<file path="src/rtl/synth_pkg.sv">
// Shared types for the synth voice path: allocator FSM encoding, voice-pick
// case codes, default note width and the voice-index width helper.
package synth_pkg;

  typedef enum logic [1:0] {
    ST_IDLE   = 2'd0,
    ST_DECIDE = 2'd1,
    ST_GAP    = 2'd2,
    ST_ASSIGN = 2'd3
  } state_t;

  typedef enum logic [2:0] {
    PICK_NONE   = 3'd0,
    PICK_RETRIG = 3'd1,
    PICK_FREE   = 3'd2,
    PICK_REL    = 3'd3,
    PICK_STEAL  = 3'd4
  } pick_t;

  localparam int NOTE_W_DEF = 7;

  function automatic int idx_w(input int n);
    return (n <= 2) ? 1 : $clog2(n);
  endfunction

endpackage

</file>
<file path="src/rtl/voice_pick.sv">
// Combinational voice selector: same-note retrigger, lowest free voice,
// oldest released voice, oldest held voice. Age ties resolve to lowest index.
module voice_pick
  import synth_pkg::*;
#(
  parameter int NUM_VOICES = 4,
  parameter int NOTE_W     = NOTE_W_DEF,
  parameter int AGE_W      = 4,
  localparam int IW        = idx_w(NUM_VOICES)
) (
  input  logic [NUM_VOICES-1:0]        trig,
  input  logic [NUM_VOICES-1:0]        busy,
  input  logic [NUM_VOICES*NOTE_W-1:0] notes,
  input  logic [NUM_VOICES*AGE_W-1:0]  ages,
  input  logic [NOTE_W-1:0]            ev_note,
  output logic [IW-1:0]                pick_idx,
  output pick_t                        pick_code
);

  logic            hit_rt, hit_free, hit_rel, hit_st;
  logic [IW-1:0]   idx_rt, idx_free, idx_rel, idx_st;
  logic [AGE_W-1:0] best_rel, best_st;

  always_comb begin
    hit_rt   = 1'b0;
    hit_free = 1'b0;
    hit_rel  = 1'b0;
    hit_st   = 1'b0;
    idx_rt   = '0;
    idx_free = '0;
    idx_rel  = '0;
    idx_st   = '0;
    best_rel = '0;
    best_st  = '0;
    // Descending scan so the last hit recorded is the lowest index.
    for (int i = NUM_VOICES - 1; i >= 0; i--) begin
      if (trig[i] && (notes[i*NOTE_W +: NOTE_W] == ev_note)) begin
        hit_rt = 1'b1;
        idx_rt = IW'(i);
      end
      if (!trig[i] && !busy[i]) begin
        hit_free = 1'b1;
        idx_free = IW'(i);
      end
    end
    // Ascending scan with strict compare keeps the lowest index on age ties.
    for (int i = 0; i < NUM_VOICES; i++) begin
      if (!trig[i] && busy[i] && (!hit_rel || (ages[i*AGE_W +: AGE_W] > best_rel))) begin
        hit_rel  = 1'b1;
        idx_rel  = IW'(i);
        best_rel = ages[i*AGE_W +: AGE_W];
      end
      if (trig[i] && (!hit_st || (ages[i*AGE_W +: AGE_W] > best_st))) begin
        hit_st  = 1'b1;
        idx_st  = IW'(i);
        best_st = ages[i*AGE_W +: AGE_W];
      end
    end
    pick_code = PICK_NONE;
    pick_idx  = '0;
    if (hit_rt) begin
      pick_code = PICK_RETRIG;
      pick_idx  = idx_rt;
    end else if (hit_free) begin
      pick_code = PICK_FREE;
      pick_idx  = idx_free;
    end else if (hit_rel) begin
      pick_code = PICK_REL;
      pick_idx  = idx_rel;
    end else if (hit_st) begin
      pick_code = PICK_STEAL;
      pick_idx  = idx_st;
    end
  end

endmodule

</file>
<file path="src/rtl/voice_alloc.sv">
// Polyphonic voice allocator feeding a bank of adsr envelopes.
// Define VOICE_ALLOC_STEAL_EN to steal the oldest held voice instead of dropping.
module voice_alloc
  import synth_pkg::*;
#(
  parameter int NUM_VOICES = 4,
  parameter int NOTE_W     = NOTE_W_DEF,
  parameter int AGE_W      = 4,
  parameter int GAP_CYCLES = 4
) (
  input  logic                         clk,
  input  logic                         rst_n,
  input  logic                         ev_valid,
  output logic                         ev_ready,
  input  logic                         ev_on,
  input  logic [NOTE_W-1:0]            ev_note,
  input  logic [NUM_VOICES-1:0]        voice_busy,
  output logic [NUM_VOICES-1:0]        voice_trig,
  output logic [NUM_VOICES*NOTE_W-1:0] voice_note,
  output logic                         steal,
  output logic                         dropped,
  output state_t                       dbg_state
);

  localparam int IW = idx_w(NUM_VOICES);
  localparam int GW = $clog2(GAP_CYCLES + 1);
`ifdef VOICE_ALLOC_STEAL_EN
  localparam bit STEAL_EN = 1'b1;
`else
  localparam bit STEAL_EN = 1'b0;
`endif

  state_t                       state, state_nxt;
  logic                         rdy_en;
  logic                         ev_on_q;
  logic [NOTE_W-1:0]            ev_note_q;
  logic [NUM_VOICES-1:0]        trig_q;
  logic [NUM_VOICES*NOTE_W-1:0] note_q;
  logic [AGE_W-1:0]             age_q [NUM_VOICES];
  logic [NUM_VOICES*AGE_W-1:0]  ages_flat;
  logic [GW-1:0]                gap_cnt;
  logic [IW-1:0]                pend_idx;
  logic                         steal_q, dropped_q;
  logic [IW-1:0]                pick_idx;
  pick_t                        pick_code;
  logic                         take_gap, assign_ok;

  always_comb begin
    ages_flat = '0;
    for (int i = 0; i < NUM_VOICES; i++) ages_flat[i*AGE_W +: AGE_W] = age_q[i];
  end

  voice_pick #(
    .NUM_VOICES(NUM_VOICES),
    .NOTE_W    (NOTE_W),
    .AGE_W     (AGE_W)
  ) u_pick (
    .trig     (trig_q),
    .busy     (voice_busy),
    .notes    (note_q),
    .ages     (ages_flat),
    .ev_note  (ev_note_q),
    .pick_idx (pick_idx),
    .pick_code(pick_code)
  );

  assign take_gap  = ev_on_q && ((pick_code == PICK_RETRIG) ||
                                 (STEAL_EN && (pick_code == PICK_STEAL)));
  assign assign_ok = ev_on_q && ((pick_code == PICK_RETRIG) || (pick_code == PICK_FREE) ||
                                 (pick_code == PICK_REL) ||
                                 (STEAL_EN && (pick_code == PICK_STEAL)));

  // State register
  always_ff @(posedge clk or negedge rst_n) begin
    if (!rst_n) state <= ST_IDLE;
    else        state <= state_nxt;
  end

  // Next-state logic
  always_comb begin
    state_nxt = state;
    case (state)
      ST_IDLE:   if (ev_valid && ev_ready) state_nxt = ST_DECIDE;
      ST_DECIDE: state_nxt = take_gap ? ST_GAP : ST_IDLE;
      ST_GAP:    if (gap_cnt <= GW'(1)) state_nxt = ST_ASSIGN;
      ST_ASSIGN: state_nxt = ST_IDLE;
      default:   state_nxt = ST_IDLE;
    endcase
  end

  // Outputs. Handshake: an event transfers on a rising edge where ev_valid and
  // ev_ready are both high; ev_ready is high only in IDLE after reset release.
  always_comb begin
    ev_ready   = rdy_en && (state == ST_IDLE);
    dbg_state  = state;
    voice_trig = trig_q;
    voice_note = note_q;
    steal      = STEAL_EN ? steal_q : 1'b0;
    dropped    = STEAL_EN ? 1'b0 : dropped_q;
  end

  // Datapath: event latch, voice trig/note, ages, gap counter, pulses.
  always_ff @(posedge clk or negedge rst_n) begin
    if (!rst_n) begin
      rdy_en    <= 1'b0;
      ev_on_q   <= 1'b0;
      ev_note_q <= '0;
      trig_q    <= '0;
      note_q    <= '0;
      gap_cnt   <= '0;
      pend_idx  <= '0;
      steal_q   <= 1'b0;
      dropped_q <= 1'b0;
      for (int i = 0; i < NUM_VOICES; i++) age_q[i] <= '0;
    end else begin
      rdy_en    <= 1'b1;
      steal_q   <= 1'b0;
      dropped_q <= 1'b0;
      case (state)
        ST_IDLE: begin
          if (ev_valid && ev_ready) begin
            ev_on_q   <= ev_on;
            ev_note_q <= ev_note;
          end
        end
        ST_DECIDE: begin
          if (!ev_on_q) begin
            for (int i = 0; i < NUM_VOICES; i++) begin
              if (trig_q[i] && (note_q[i*NOTE_W +: NOTE_W] == ev_note_q)) trig_q[i] <= 1'b0;
            end
          end else if (assign_ok) begin
            note_q[pick_idx*NOTE_W +: NOTE_W] <= ev_note_q;
            for (int i = 0; i < NUM_VOICES; i++) begin
              if (i == int'(pick_idx))  age_q[i] <= '0;
              else if (age_q[i] != '1)  age_q[i] <= age_q[i] + 1'b1;
            end
            if (take_gap) begin
              trig_q[pick_idx] <= 1'b0;
              gap_cnt          <= GW'(GAP_CYCLES);
              pend_idx         <= pick_idx;
              steal_q          <= (pick_code == PICK_STEAL);
            end else begin
              trig_q[pick_idx] <= 1'b1;
            end
          end else begin
            dropped_q <= 1'b1;
          end
        end
        ST_GAP:    gap_cnt <= gap_cnt - 1'b1;
        ST_ASSIGN: trig_q[pend_idx] <= 1'b1;
        default: ;
      endcase
    end
  end

endmodule

</file>
<file path="config.mk">
export PLATFORM = sky130hd
export DESIGN_NAME = voice_alloc
export DESIGN_NICKNAME = d
export VERILOG_FILES = /design/src/rtl/synth_pkg.sv /design/src/rtl/voice_pick.sv /design/src/rtl/voice_alloc.sv
export SDC_FILE = /design/constraint.sdc
export NUM_CORES = 1
export LEC_CHECK = 0
export ABC_AREA = 1
export BUFFER_PORTS_ARGS = -buffer_cell sky130_fd_sc_hd__buf_2
export CAP_MARGIN = 10
export CELL_PAD_IN_SITES_DETAIL_PLACEMENT = 1
export CELL_PAD_IN_SITES_GLOBAL_PLACEMENT = 1
export CORE_ASPECT_RATIO = 0.8
export CORE_MARGIN = 2
export CORE_UTILIZATION = 30
export DETAILED_ROUTE_END_ITERATION = 10
export GPL_TIMING_DRIVEN = 0
export PLACE_DENSITY_LB_ADDON = 0.1
export SLEW_MARGIN = 15
export SYNTH_ARGS = -nofsm -noshare
export SYNTH_HDL_FRONTEND = slang
export SYNTH_SLANG_ARGS = --single-unit
</file>
<file path="constraint.sdc">
create_clock -name clk -period 5.8 [get_ports clk]
set_clock_uncertainty 0.15 [all_clocks]
set_input_delay 0.87 -clock clk [delete_from_list [all_inputs] [get_ports clk]]
set_output_delay 0.87 -clock clk [all_outputs]
set_load 0.05 [all_outputs]
</file>
==> impl_metrics.xml <==
<?xml version="1.0" encoding="UTF-8"?>
<metrics>
  <group name="grt">
    <metric name="grt_overflow_total" unit="">0</metric>
    <metric name="pin_count_of_the_biggest_net_entering_global_routing" unit="">49</metric>
    <metric name="vias_in_the_first_global_route" unit="">4470</metric>
    <metric name="gr-usage-all-layers" unit="">0.188</metric>
    <metric name="grt_first_pass_wirelength" unit="um">24100</metric>
    <metric name="grt_antenna_before_repair" unit="">0</metric>
  </group>
  <group name="sta">
    <metric name="hold_viol" unit="">0</metric>
    <metric name="final.setup.worst_slack" unit="ps">415</metric>
    <metric name="setup-violations-final" unit="">0</metric>
    <metric name="fmax" unit="MHz">186</metric>
    <metric name="fin_setup_tns" unit="ps">0</metric>
    <metric name="drv_slew" unit="">0</metric>
    <metric name="post-route-min-period" unit="ps">5380</metric>
    <metric name="layout_worst_path_cycle_share" unit="">0.928</metric>
  </group>
  <group name="finish">
    <metric name="multi_input_area" unit="um^2">2850</metric>
    <metric name="fin_util" unit="">0.389</metric>
    <metric name="layout-area-overhead-vs-synth" unit="%">26.2</metric>
    <metric name="fillCellCount" unit="">1855</metric>
    <metric name="layout.cells.most_common_list" unit="">172 x nand2_1, 65 x dfrtp_1, 55 x inv_1</metric>
    <metric name="nets" unit="">747</metric>
    <metric name="ff_latch_area" unit="um^2">1630</metric>
    <metric name="diodes" unit="">0</metric>
    <metric name="layout_commonest_cell" unit="">nand2_1</metric>
    <metric name="finalNonFillerCells" unit="">913</metric>
    <metric name="post_route_cells_drive_above_1_share" unit="">0.232</metric>
  </group>
  <group name="critical_path">
    <metric name="critPathKind" unit="">in2reg</metric>
    <metric name="worst_ep_arrival_time" unit="ps">5500</metric>
    <metric name="reg2reg_depth" unit="">45</metric>
    <metric name="path_delay_family" unit="">simple AND/OR/NAND/NOR gates</metric>
    <metric name="worst_path_most_repeated_cell" unit="">nand2_1</metric>
    <metric name="cp_slowest_stage_delay" unit="ps">310</metric>
    <metric name="crit-reg2reg-capture" unit="">voice_note[2]</metric>
    <metric name="worstPathBufferInverterCount" unit="">8</metric>
    <metric name="worst_ep_required_time" unit="ps">5910</metric>
    <metric name="setup.reg_to_reg.worst_slack" unit="ps">450</metric>
    <metric name="cp_num_cells" unit="">44</metric>
    <metric name="reg2reg_from" unit="">voice_trig[0]</metric>
    <metric name="cp_slowest_cell" unit="">ha_1</metric>
    <metric name="worst_setup_path_endpoint" unit="">voice_note[2]</metric>
    <metric name="crit_path_max_fanout" unit="">8</metric>
    <metric name="crit_path_end_kind" unit="">register</metric>
    <metric name="critPathLaunchType" unit="">input port</metric>
    <metric name="startpoint" unit="">voice_busy[0]</metric>
  </group>
  <group name="yosys">
    <metric name="synth_top_family_by_area" unit="">simple AND/OR/NAND/NOR gates</metric>
    <metric name="synth-edff-count" unit="">0</metric>
    <metric name="yosys_warnings" unit="">0</metric>
    <metric name="synthAdderAreaFrac" unit="">0.0916</metric>
    <metric name="synth-async-reset-ratio" unit="">1.00</metric>
    <metric name="yosys_register_bits" unit="">65</metric>
    <metric name="post_synth_mux_area_share" unit="">0.00242</metric>
    <metric name="synth.top_cells.by_area" unit="">dfrtp_1 35%, nand2_1 15%, ha_1 9.2%</metric>
    <metric name="synth_xor_xnor_area_share" unit="">0.0283</metric>
    <metric name="yosys.area.top_type" unit="">dfrtp_1</metric>
    <metric name="syn_nets" unit="">668</metric>
    <metric name="synthesis.area_per_instance" unit="um^2">7.51</metric>
    <metric name="synth_cells" unit="">619</metric>
    <metric name="yosys.area.top_type_share" unit="">0.350</metric>
    <metric name="synth_simple_gate_area_share" unit="">0.322</metric>
    <metric name="synthDistinctLibCells" unit="">44</metric>
    <metric name="ys.flop_type" unit="">dfrtp_1</metric>
    <metric name="synth.yosys.seq_area_share" unit="">0.350</metric>
    <metric name="post_synth_instance_area" unit="um^2">4650</metric>
    <metric name="synth_compound_gate_area_share" unit="">0.125</metric>
  </group>
  <group name="placement">
    <metric name="io_buffers" unit="">50</metric>
    <metric name="final_estimated_routing_congestion_in_global_placement" unit="">0.816</metric>
    <metric name="place_inst" unit="">880</metric>
    <metric name="pre_cts_ws" unit="ps">-1030</metric>
    <metric name="detailedPlacementHpwl" unit="um">11400</metric>
  </group>
  <group name="cts">
    <metric name="cts_root_buf" unit="">clkbuf_16</metric>
    <metric name="h-tree-depth" unit="">3</metric>
    <metric name="post_cts_hold_buffer_count" unit="">0</metric>
    <metric name="clock_insertion_delay_worst_skew" unit="ps">330</metric>
    <metric name="cts.clk_slew.worst_paths" unit="ps">50</metric>
    <metric name="cts_num_sinks" unit="">65</metric>
    <metric name="ctsLongestPathBuffers" unit="">2</metric>
    <metric name="cts_buffers" unit="">9</metric>
    <metric name="tritoncts" unit="">done</metric>
  </group>
  <group name="die">
    <metric name="top_level_ports" unit="">52</metric>
    <metric name="number_of_rows_created_at_floorplan" unit="">40</metric>
    <metric name="die_footprint" unit="um^2">16500</metric>
    <metric name="core_region_area" unit="um^2">15100</metric>
    <metric name="start_util" unit="">0.308</metric>
    <metric name="die_h" unit="um">115</metric>
    <metric name="chipWidth" unit="um">143</metric>
  </group>
  <group name="routing">
    <metric name="drt_pass1_iterations" unit="">4</metric>
    <metric name="final_antenna_net_count" unit="">0</metric>
    <metric name="detail_route.iter0.violations" unit="">214</metric>
    <metric name="route.vias.total" unit="">4415</metric>
    <metric name="routed_length_per_instance" unit="um">16.4</metric>
    <metric name="drt_wl_total" unit="um">15000</metric>
    <metric name="routed_via_density" unit="">4.84</metric>
    <metric name="drc_errors_left" unit="">0</metric>
  </group>
  <group name="pwr">
    <metric name="pwr_density_cell" unit="nW/um^2">612</metric>
    <metric name="peakVddDrop" unit="uV">182</metric>
    <metric name="static-leakage-power" unit="nW">3.00</metric>
    <metric name="total_power" unit="mW">3.59</metric>
  </group>
  <group name="run">
    <metric name="maxCapViolations" unit="">0</metric>
  </group>
  <group name="outcome">
    <metric name="outcome" unit="">complete, no violations</metric>
  </group>
  <group name="hold_path">
    <metric name="hold_class" unit="">in2async</metric>
  </group>
</metrics>
==> cell type report <==
type	instances	area share
clock buffers	14	0.0467
multi-input cells	473	0.486
plain buffers	12	0.0171
repair buffers	67	0.0715
clock inverters	2	0.00598
flip-flops and latches	65	0.277
well taps	210	0.0448
inverters	70	0.0508
==> power by group <==
part	switching (mW)	internal, mW
sequential	0.218	0.608
clock	0.200	0.368
combinational	1.43	0.766
total	1.85	1.74
==> metal layers <==
layer | track usage | vias up | part of all wire | wire (um)
li1 | - | 2205 | - | -
met1 | 0.280 | 2135 | 0.52 | 7800
met2 | 0.286 | 63 | 0.43 | 6510
met3 | 0.0346 | 12 | 0.035 | 527
met4 | 0.0370 | 0 | 0.0096 | 144
met5 | 0 | - | 0 | 0
==> synth_stat cells (all sizes together) (4+ instances only) <==
library cell,count
a21oi,40
buf,11
dfrtp,65
ha,34
inv,69
nand2,194
nand3,36
nand4,21
nor2,55
o21ai,43
o22ai,8
o31ai,4
xor2,12
==> metrics by stage <==
stage	instance area, um^2	hold slack (ps)
floorplan	4650	296
global placement	5160	321
detailed placement	5190	331
CTS	5590	269
global route	5860	278
finish	5860	269
==> sequential cells by signal, summed over array words and instances (netlist names), named ones only <==
register and flops:
age_q 16, dbg_state 1, dropped 1, ev_note_q 7, ev_on_q 1, gap_cnt 3, pend_idx 2, rdy_en 1
voice_note 28, voice_trig 4
==> worst min-delay path by stage <==
stage / end / start / slack (ps) / cells after the start
after floorplan: gap_cnt[2] / gap_cnt[2] / 300 / 1
after global placement: gap_cnt[2] / gap_cnt[2] / 320 / 1
after detailed placement: gap_cnt[2] / gap_cnt[2] / 330 / 1
after CTS: age_q[13] / rst_n / 270 / 1
after global routing: age_q[13] / rst_n / 280 / 1
final: age_q[13] / rst_n / 270 / 1
==> kinds of logic (layout without fill, tap and decap cells) <==
kind of cell | Yosys count | count (layout)
other cells | 2 | 2
buf+inv | 82 | 165
compound gates | 106 | 106
flops | 65 | 65
simple gates | 314 | 315
mux | 1 | 1
xor+xnor | 15 | 15
fa+ha+maj | 34 | 34
==> repair_timing <==
action | 4_1_cts | 5_1_grt
gates cloned | 0 | 1
resized for setup | 28 | 45
setup buffers | 3 | 14
endpoints found under the setup margin | 48 | 48
pin swaps | 4 | 30
Note: power is estimated with default switching activity, not from simulation.
